**src/rtl/gfx_defs.sv**
```systemverilog
// Shared vertex/triangle definitions for the primitive assembly slice.
// GFX_VERTEX_WORDS / GFX_WORD_BITS give parameter defaults; GFX_DECLARE_TYPES
// declares gfx_vertex (words x bits, word 0 lowest) and gfx_triangle (3 vertices,
// v0 lowest) inside a module body using that module's own parameters.
`ifndef GFX_DEFS_SV
`define GFX_DEFS_SV

`define GFX_VERTEX_WORDS 4
`define GFX_WORD_BITS 32

`define GFX_DECLARE_TYPES(vw, wb) \
    typedef logic [(vw)-1:0][(wb)-1:0] gfx_vertex; \
    typedef gfx_vertex [2:0] gfx_triangle;

`endif

```
**src/rtl/gfx_primitive_assembly_pkg.sv**
```systemverilog
// Shared helpers for primitive assembly: assembly mode encoding, counter sizing, winding order.
// Latency: n/a (package only).
// Backpressure: n/a (package only).
package gfx_primitive_assembly_pkg;

    // Assembly mode latched on the first word of each vertex.
    typedef enum logic {
        MODE_LIST  = 1'b0,
        MODE_STRIP = 1'b1
    } asm_mode_e;

    // Width of a counter that ranges 0..n-1, never narrower than one bit.
    function automatic int cnt_bits(input int n);
        return (n > 1) ? $clog2(n) : 1;
    endfunction

    // Maps output vertex position to an assembly slot. Odd strip triangles
    // swap the first two vertices so every triangle keeps the same winding.
    function automatic logic [1:0] emit_slot(input logic odd, input logic [1:0] pos);
        logic [1:0] sel;
        case (pos)
            2'd0:    sel = odd ? 2'd1 : 2'd0;
            2'd1:    sel = odd ? 2'd0 : 2'd1;
            default: sel = 2'd2;
        endcase
        return sel;
    endfunction

endpackage

```
**src/rtl/gfx_vertex_gather.sv**
```systemverilog
// Gathers component words into one vertex; resyncs on malformed starts, flags desync.
// Latency: vtx_vld/vtx_dat are combinational in the cycle the last word is accepted.
// Backpressure: none of its own; word_vld must already be the accepted handshake.
//
// Ports: clk/rst_n; word_vld/word_start/word_dat accepted input word;
//        vtx_vld/vtx_dat completed vertex pulse; desync sticky resync flag.
`include "gfx_defs.sv"

module gfx_vertex_gather
    import gfx_primitive_assembly_pkg::*;
#(
    parameter int VERTEX_WORDS = `GFX_VERTEX_WORDS,
    parameter int WORD_BITS    = `GFX_WORD_BITS
) (
    input  logic                            clk,
    input  logic                            rst_n,
    input  logic                            word_vld,
    input  logic                            word_start,
    input  logic [WORD_BITS-1:0]            word_dat,
    output logic                            vtx_vld,
    output logic [VERTEX_WORDS*WORD_BITS-1:0] vtx_dat,
    output logic                            desync
);

    `GFX_DECLARE_TYPES(VERTEX_WORDS, WORD_BITS)

    localparam int WCW = cnt_bits(VERTEX_WORDS);
    localparam logic [WCW-1:0] LAST = WCW'(VERTEX_WORDS - 1);

    logic [WCW-1:0] wc;
    logic [WCW-1:0] pos;
    logic           take;
    logic           orphan;
    logic           restart;
    gfx_vertex      sreg;
    gfx_vertex      shift_nxt;

    always_comb begin
        // A start word always lands in component 0, even mid-vertex.
        pos     = word_start ? '0 : wc;
        take    = word_vld && (word_start || (wc != '0));
        orphan  = word_vld && !word_start && (wc == '0);
        restart = word_vld && word_start && (wc != '0);
        vtx_vld = take && (pos == LAST);

        // Words enter at the top and walk down, so after a full vertex
        // component 0 sits in the lowest position. Stale words of a dropped
        // partial vertex are pushed out by the time the restart completes.
        shift_nxt = sreg;
        shift_nxt[VERTEX_WORDS-1] = word_dat;
        for (int i = 0; i < VERTEX_WORDS - 1; i++) begin
            shift_nxt[i] = sreg[i+1];
        end
    end

    assign vtx_dat = shift_nxt;

    always_ff @(posedge clk or negedge rst_n) begin
        if (!rst_n) begin
            wc     <= '0;
            sreg   <= '0;
            desync <= 1'b0;
        end else begin
            if (take) begin
                sreg <= shift_nxt;
                wc   <= vtx_vld ? '0 : pos + WCW'(1);
            end
            if (orphan || restart) begin
                desync <= 1'b1;
            end
        end
    end

endmodule

```
**src/rtl/gfx_primitive_assembly.sv**
```systemverilog
// Assembles per-component vertex words into triangles (list, optionally strip).
// Latency: out_valid rises the cycle after the last word of the completing vertex.
// Backpressure: in_ready = !out_valid || out_ready; output held stable while stalled.
//
// Ports: clk/rst_n; in_valid/in_ready/in_start/in_data word stream;
//        strip (only with GFX_ASSEMBLY_STRIP_EN) mode select sampled on start words;
//        out_valid/out_ready/out_data triangle (v0 in LSBs); desync sticky flag.
// Build option: define GFX_ASSEMBLY_STRIP_EN to add triangle-strip assembly.
`include "gfx_defs.sv"

module gfx_primitive_assembly
    import gfx_primitive_assembly_pkg::*;
#(
    parameter int VERTEX_WORDS = `GFX_VERTEX_WORDS,
    parameter int WORD_BITS    = `GFX_WORD_BITS
) (
    input  logic                                clk,
    input  logic                                rst_n,
    input  logic                                in_valid,
    output logic                                in_ready,
    input  logic                                in_start,
    input  logic [WORD_BITS-1:0]                in_data,
`ifdef GFX_ASSEMBLY_STRIP_EN
    input  logic                                strip,
`endif
    output logic                                out_valid,
    input  logic                                out_ready,
    output logic [3*VERTEX_WORDS*WORD_BITS-1:0] out_data,
    output logic                                desync
);

    `GFX_DECLARE_TYPES(VERTEX_WORDS, WORD_BITS)

    logic            acc;
    logic            vtx_vld;
    gfx_vertex       vtx;
    // Two held vertices; the third of a triangle is the one completing now.
    gfx_vertex [1:0] slots;
    logic [1:0]      vc;
    logic [1:0]      vc_eff;
    logic            odd_eff;
    logic            strip_eff;
    logic            load;
    gfx_triangle     tri_in;
    gfx_triangle     tri_out;

    // Conservative: a stalled triangle blocks input even if a slot is free.
    assign in_ready = !out_valid || out_ready;
    assign acc      = in_valid && in_ready;

    gfx_vertex_gather #(
        .VERTEX_WORDS (VERTEX_WORDS),
        .WORD_BITS    (WORD_BITS)
    ) u_gather (
        .clk        (clk),
        .rst_n      (rst_n),
        .word_vld   (acc),
        .word_start (in_start),
        .word_dat   (in_data),
        .vtx_vld    (vtx_vld),
        .vtx_dat    (vtx),
        .desync     (desync)
    );

`ifdef GFX_ASSEMBLY_STRIP_EN
    asm_mode_e mode;
    logic      parity;
    logic      mode_chg;

    // A mode switch restarts assembly so no triangle mixes list and strip vertices.
    always_comb begin
        mode_chg  = acc && in_start && (asm_mode_e'(strip) != mode);
        vc_eff    = mode_chg ? 2'd0 : vc;
        odd_eff   = mode_chg ? 1'b0 : parity;
        strip_eff = mode_chg ? strip : (mode == MODE_STRIP);
    end

    always_ff @(posedge clk or negedge rst_n) begin
        if (!rst_n) begin
            mode   <= MODE_LIST;
            parity <= 1'b0;
        end else begin
            if (mode_chg) begin
                mode <= asm_mode_e'(strip);
            end
            if (load && strip_eff) begin
                parity <= !odd_eff;
            end else if (mode_chg) begin
                parity <= 1'b0;
            end
        end
    end
`else
    assign vc_eff    = vc;
    assign odd_eff   = 1'b0;
    assign strip_eff = 1'b0;
`endif

    always_comb begin
        tri_in[0] = slots[0];
        tri_in[1] = slots[1];
        tri_in[2] = vtx;
        load      = vtx_vld && (vc_eff == 2'd2);
        tri_out   = tri_in;
        for (int k = 0; k < 3; k++) begin
            tri_out[k] = tri_in[emit_slot(odd_eff, 2'(k))];
        end
    end

    always_ff @(posedge clk or negedge rst_n) begin
        if (!rst_n) begin
            slots <= '0;
            vc    <= 2'd0;
        end else if (vtx_vld) begin
            if (vc_eff == 2'd2) begin
                if (strip_eff) begin
                    // Slide the window: oldest vertex drops out, vc stays full.
                    slots[0] <= slots[1];
                    slots[1] <= vtx;
                    vc       <= 2'd2;
                end else begin
                    vc <= 2'd0;
                end
            end else begin
                slots[vc_eff[0]] <= vtx;
                vc               <= vc_eff + 2'd1;
            end
        end else begin
            vc <= vc_eff;
        end
    end

    always_ff @(posedge clk or negedge rst_n) begin
        if (!rst_n) begin
            out_valid <= 1'b0;
            out_data  <= '0;
        end else if (load) begin
            out_valid <= 1'b1;
            out_data  <= tri_out;
        end else if (out_ready) begin
            out_valid <= 1'b0;
        end
    end

endmodule

```
**config.mk**
```make
export PLATFORM = sky130hd
export DESIGN_NAME = gfx_primitive_assembly
export DESIGN_NICKNAME = d
export VERILOG_FILES = /design/src/rtl/gfx_primitive_assembly_pkg.sv /design/src/rtl/gfx_vertex_gather.sv /design/src/rtl/gfx_primitive_assembly.sv
export VERILOG_INCLUDE_DIRS = /design/src /design/src/rtl
export SDC_FILE = /design/constraint.sdc
export NUM_CORES = 1
export LEC_CHECK = 0
export BUFFER_PORTS_ARGS = -buffer_cell sky130_fd_sc_hd__buf_2
export CAP_MARGIN = 15
export CELL_PAD_IN_SITES_DETAIL_PLACEMENT = 1
export CELL_PAD_IN_SITES_GLOBAL_PLACEMENT = 1
export CORE_UTILIZATION = 45
export CTS_CLUSTER_SIZE = 25
export DETAILED_ROUTE_END_ITERATION = 16
export PLACE_DENSITY_LB_ADDON = 0.1
export SLEW_MARGIN = 0
export SYNTH_ARGS = -nofsm -noshare
export SYNTH_HDL_FRONTEND = slang
export SYNTH_SLANG_ARGS = --single-unit
```
**constraint.sdc**
```tcl
create_clock -name clk -period 2.86 [get_ports clk]
set_clock_uncertainty 0.2 [all_clocks]
set_input_delay 0.286 -clock clk [delete_from_list [all_inputs] [get_ports clk]]
set_output_delay 0.286 -clock clk [all_outputs]
set_load 0.01 [all_outputs]
```
==> summary.md <==
The prevailing post-synth register cell was sky130_fd_sc_hd__dfrtp_1. Of the total synthesized cell area, the portion taken by AND, OR, NAND and NOR gates is 0.453%. TritonCTS built the clock tree. The worst endpoint required time is 3140 ps, and the adder and majority cell fraction of the synthesized area is 0.0453%.

Measured against its own limit, the worst slew margin works out to 50.6%. Across every metal layer, demand over resource in global routing totals 21.9%. The flow ran to the end, and the final reports show no timing, DRC or antenna violations. For the final hold violation count, the log shows 0.

The slowest stage of the critical path is the sky130_fd_sc_hd__or4_4 cell. Counting flops and latches in the post-synthesis netlist gives 742. The path class of the tightest hold or removal check is primary input to async pin. The total clock buffers created by CTS came out at 80. Synthesis produced 1587 cells.

In the routed layout, each cell is associated on average with a via count of 5.13. The critical path goes through nor2b_1, ha_1, nand2_1, or4_4, buf_12, mux2_2. The number of warnings reported in the yosys synthesis log was 0; the proportion of synthesized flip-flops having asynchronous set or reset was 100%. Ranked by instance count, the synthesized netlist is headed by sky130_fd_sc_hd__dfrtp_1, sky130_fd_sc_hd__mux2_2, sky130_fd_sc_hd__mux2_1. The net count of the finished layout is 2142. The leakage component of the power is 18.6 nW, and the post-route DRC violation count is 0. Share of synthesized area spent on multiplexers: 30.0%.

Main combinational cell family by area after synthesis: multiplexers. Summed over all nets, the half-perimeter wirelength after detailed placement is 45200 µm. The clock reaches the later pin of the worst-skew pair after 600 ps. For this configuration, the core starts out at a cell density of 45.7%. Fill cells in the final layout number 5646.

The clock transition at the registers of the reported paths is 60 ps. For the number of global-route vias before repair, the log shows 16783. Sequential elements use 67.2% of the synthesized area. The initial antenna violation count was 0; the maximum level of the CTS H-tree was 3. In this run the horizontal extent of the chip is 250 µm.

The number of nets in the synthesized netlist is 1625. The tools report the sort of element at the start of the critical path as a flip-flop. The xor and xnor fraction of the mapped netlist area was 0%. Before antenna repair, the detailed router went through 4 iterations. The run gives 0.0624 mm² as the die area. Row generation in the floorplan step produced 90 rows. CTS saw 742 sinks. Clock tree synthesis selected as its root buffer the cell sky130_fd_sc_hd__clkbuf_16. Measured along the y axis, the die boundary spans 250 µm.

The total of buffers placed on input and output ports came out at 423. The area share of the largest cell type after synthesis was 67.2%; the final worst-path cycle share was 94.5%. The met2 global-route usage was 33.7%; the average cell area after synthesis was 17.4 µm². Number of enable flip-flop cells after synthesis: 0.

The largest driver fanout on the critical path came out at 34. The cell area that synthesis handed to floorplanning was 0.0276 mm². Yosys attributes the largest share of cell area to sky130_fd_sc_hd__dfrtp_1, sky130_fd_sc_hd__mux2_2, sky130_fd_sc_hd__mux2_1.

The mean routed wirelength per cell was 22.5 µm; the fraction of met3 tracks used by global routing was 5.89%. The core region is 0.0605 mm². Clock period minus worst slack: 2700 ps. The most utilized layer in the global route result is met2. The tools report the number of buffers inserted to repair setup after CTS as 0. Largest area contributor in the netlist: sky130_fd_sc_hd__dfrtp_1. Counting distinct cell types in the post-synthesis netlist gives 24.

The delay of the slowest cell on the worst path was 690 ps. The total negative slack is 0 ps. The number of cells on the worst reg-to-reg path is 6. Summing all placed instances gives a cell area of 0.0310 mm². The worst setup path is captured at a flip-flop. The tools report the maximum operating frequency as 370 MHz. The first global-routing pass estimated 105000 µm of wire. The number of top-level pins was 424; the fraction of final layout cells sized beyond drive strength 1 was 45.3%. For the count of endpoints failing setup in the final report, the log shows 0.

The actual transition at the worst max-transition pin is 739 ps, and the arrival time reported for the critical path endpoint is 2990 ps. In this run the power density over the cells is 748 mW/mm². The clock passes through at most 3 buffers. The tools report the post-detailed-routing wire length as 66400 µm. The final antenna-violating net count is 0. The tools report the total number of vias as 15116. The most repeated cell in the gate-level netlist after synthesis was sky130_fd_sc_hd__dfrtp_1. Setup repair after global routing left no endpoint under its margin. The worst setup path is of the flip-flop to flip-flop kind.

The run gives 0 as the number of max-slew violations in the final report. With fillers left out, the area of the finished cells amounts to 0.0340 mm². The worst-case IR drop observed on VDD is 386 µV. The synthesized netlist devotes 0.204% of its cell area to compound gates. The maximum number of pins on one net before global-route repair is 76, and the starting DRC count in detailed routing is 564. The final weighted congestion of routability-driven global placement is 0.775, and the number of maximum-capacitance violations is 0. For this run, global-route usage on met1 was measured as 30.5%. After global routing the overflow that remains totals 0.

From synthesis to final layout, the design area changed by 23.0%.
[cell usage in the layout, fill, tap and decap left out, types with 2 or more instances in the layout]
master,instances
sky130_fd_sc_hd__dfrtp_1,742
sky130_fd_sc_hd__buf_2,422
sky130_fd_sc_hd__mux2_2,373
sky130_fd_sc_hd__mux2_1,363
sky130_fd_sc_hd__clkbuf_16,85
sky130_fd_sc_hd__dlygate4sd3_1,35
sky130_fd_sc_hd__buf_12,31
sky130_fd_sc_hd__buf_4,25
sky130_fd_sc_hd__clkbuf_1,22
sky130_fd_sc_hd__clkbuf_8,22
sky130_fd_sc_hd__clkinv_2,9
sky130_fd_sc_hd__nor2b_1,3
sky130_fd_sc_hd__nand2_1,3
sky130_fd_sc_hd__o21ai_0,3
sky130_fd_sc_hd__inv_1,2
sky130_fd_sc_hd__or3_1,2
sky130_fd_sc_hd__nand2b_1,2
sky130_fd_sc_hd__o2bb2ai_1,2
sky130_fd_sc_hd__inv_6,2
sky130_fd_sc_hd__buf_6,2
[critical path: cells and delay by family (launching register included)]
kind / cells / cell delay, ps
muxes: 1 / 310
buffers and inverters: 1 / 280
adders and majority gates: 1 / 200
DFF: 1 / 430
and+or+nand+nor: 3 / 1130
[final cells by class]
cell class / count / area (µm²) / area share [%]
Clock buffer: 129 / 2510 / 7.39
Timing Repair Buffer: 516 / 3310 / 9.73
Inverter: 2 / 7.51 / 0.0221
Multi-Input combinational cell: 762 / 8510 / 25.0
Antenna cell: 1 / 2.50 / 0.00736
Clock inverter: 13 / 100 / 0.295
Sequential cell: 742 / 18600 / 54.6
Tap cell: 782 / 978 / 2.88
[what timing repair did]
action / CTS / global route
hold endpoints to repair: 497 / 0
endpoints found under the setup margin: 0 / 120
resized for setup: 0 / 2
hold buffers: 35 / 0
[registers in the layout (all words and copies together) (netlist names)]
register / count
out_data: 384
u_gather.wc: 2
slots: 256
out_valid: 1
u_gather.vtx_dat: 96
vc: 2
u_gather.desync: 1
[stage by stage]
| stage | std cells | power (mW) | setup slack (ps) | hold WS, ps | util, % |
|---|---|---|---|---|---|
| 2_1_floorplan | 1587 | 14.3 | 591 | -210 | - |
| 3_3_place_gp | 2769 | 15.3 | 246 | 81.3 | 51.3 |
| 3_5_place_dp | 2769 | 15.5 | 156 | 87.6 | 51.3 |
| 4_1_cts | 2946 | 25.8 | 73.9 | 34.0 | 56.2 |
| 5_1_grt | 2946 | 26.6 | 18.3 | 72.4 | 56.2 |
| 6_report | 2947 | 25.4 | 157 | 37.6 | 56.2 |
[routing by layer]
metal / vias to the layer above / share of wire [%]
li1: 6693 / -
met1: 8025 / 45
met2: 321 / 47
met3: 77 / 6.3
met4: 0 / 2.1
met5: - / 0
[kinds of logic (layout without fill, tap and decap cells)]
kind of cell / Yosys count / in the layout
mux: 736 / 736
compound gates: 8 / 8
other cells: 0 / 1
flops: 742 / 742
fa+ha+maj: 1 / 1
buf+inv: 83 / 660
simple gates: 17 / 17
[where the power goes]
part,internal (mW),leakage (nW),total [mW],switching [mW]
clock network,6.08,1.29,10.1,4.02
registers,12.0,10.0,13.2,1.26
logic,1.30,7.22,2.10,0.800
[path summary, 6_finish.rpt]
| check | end | slack [ps] | startpoint |
|---|---|---|---|
| setup / recovery | slots[232]$_DFFE_PN0P_ | 160 | u_gather.wc[0]$_DFFE_PN0P_ |
| hold reg to reg | u_gather.desync$_DFFE_PN0P_ | 270 | u_gather.desync$_DFFE_PN0P_ |
| hold / removal | out_data[154]$_DFFE_PN0P_ | 40 | rst_n |
| setup reg to reg | slots[232]$_DFFE_PN0P_ | 160 | u_gather.wc[0]$_DFFE_PN0P_ |
| max in group asynchronous | slots[84]$_DFFE_PN0P_ | 1430 | rst_n |
| min in group clk | out_valid$_DFFE_PN0P_ | 90 | out_ready |
No activity file was read; power rests on OpenSTA's default activity.
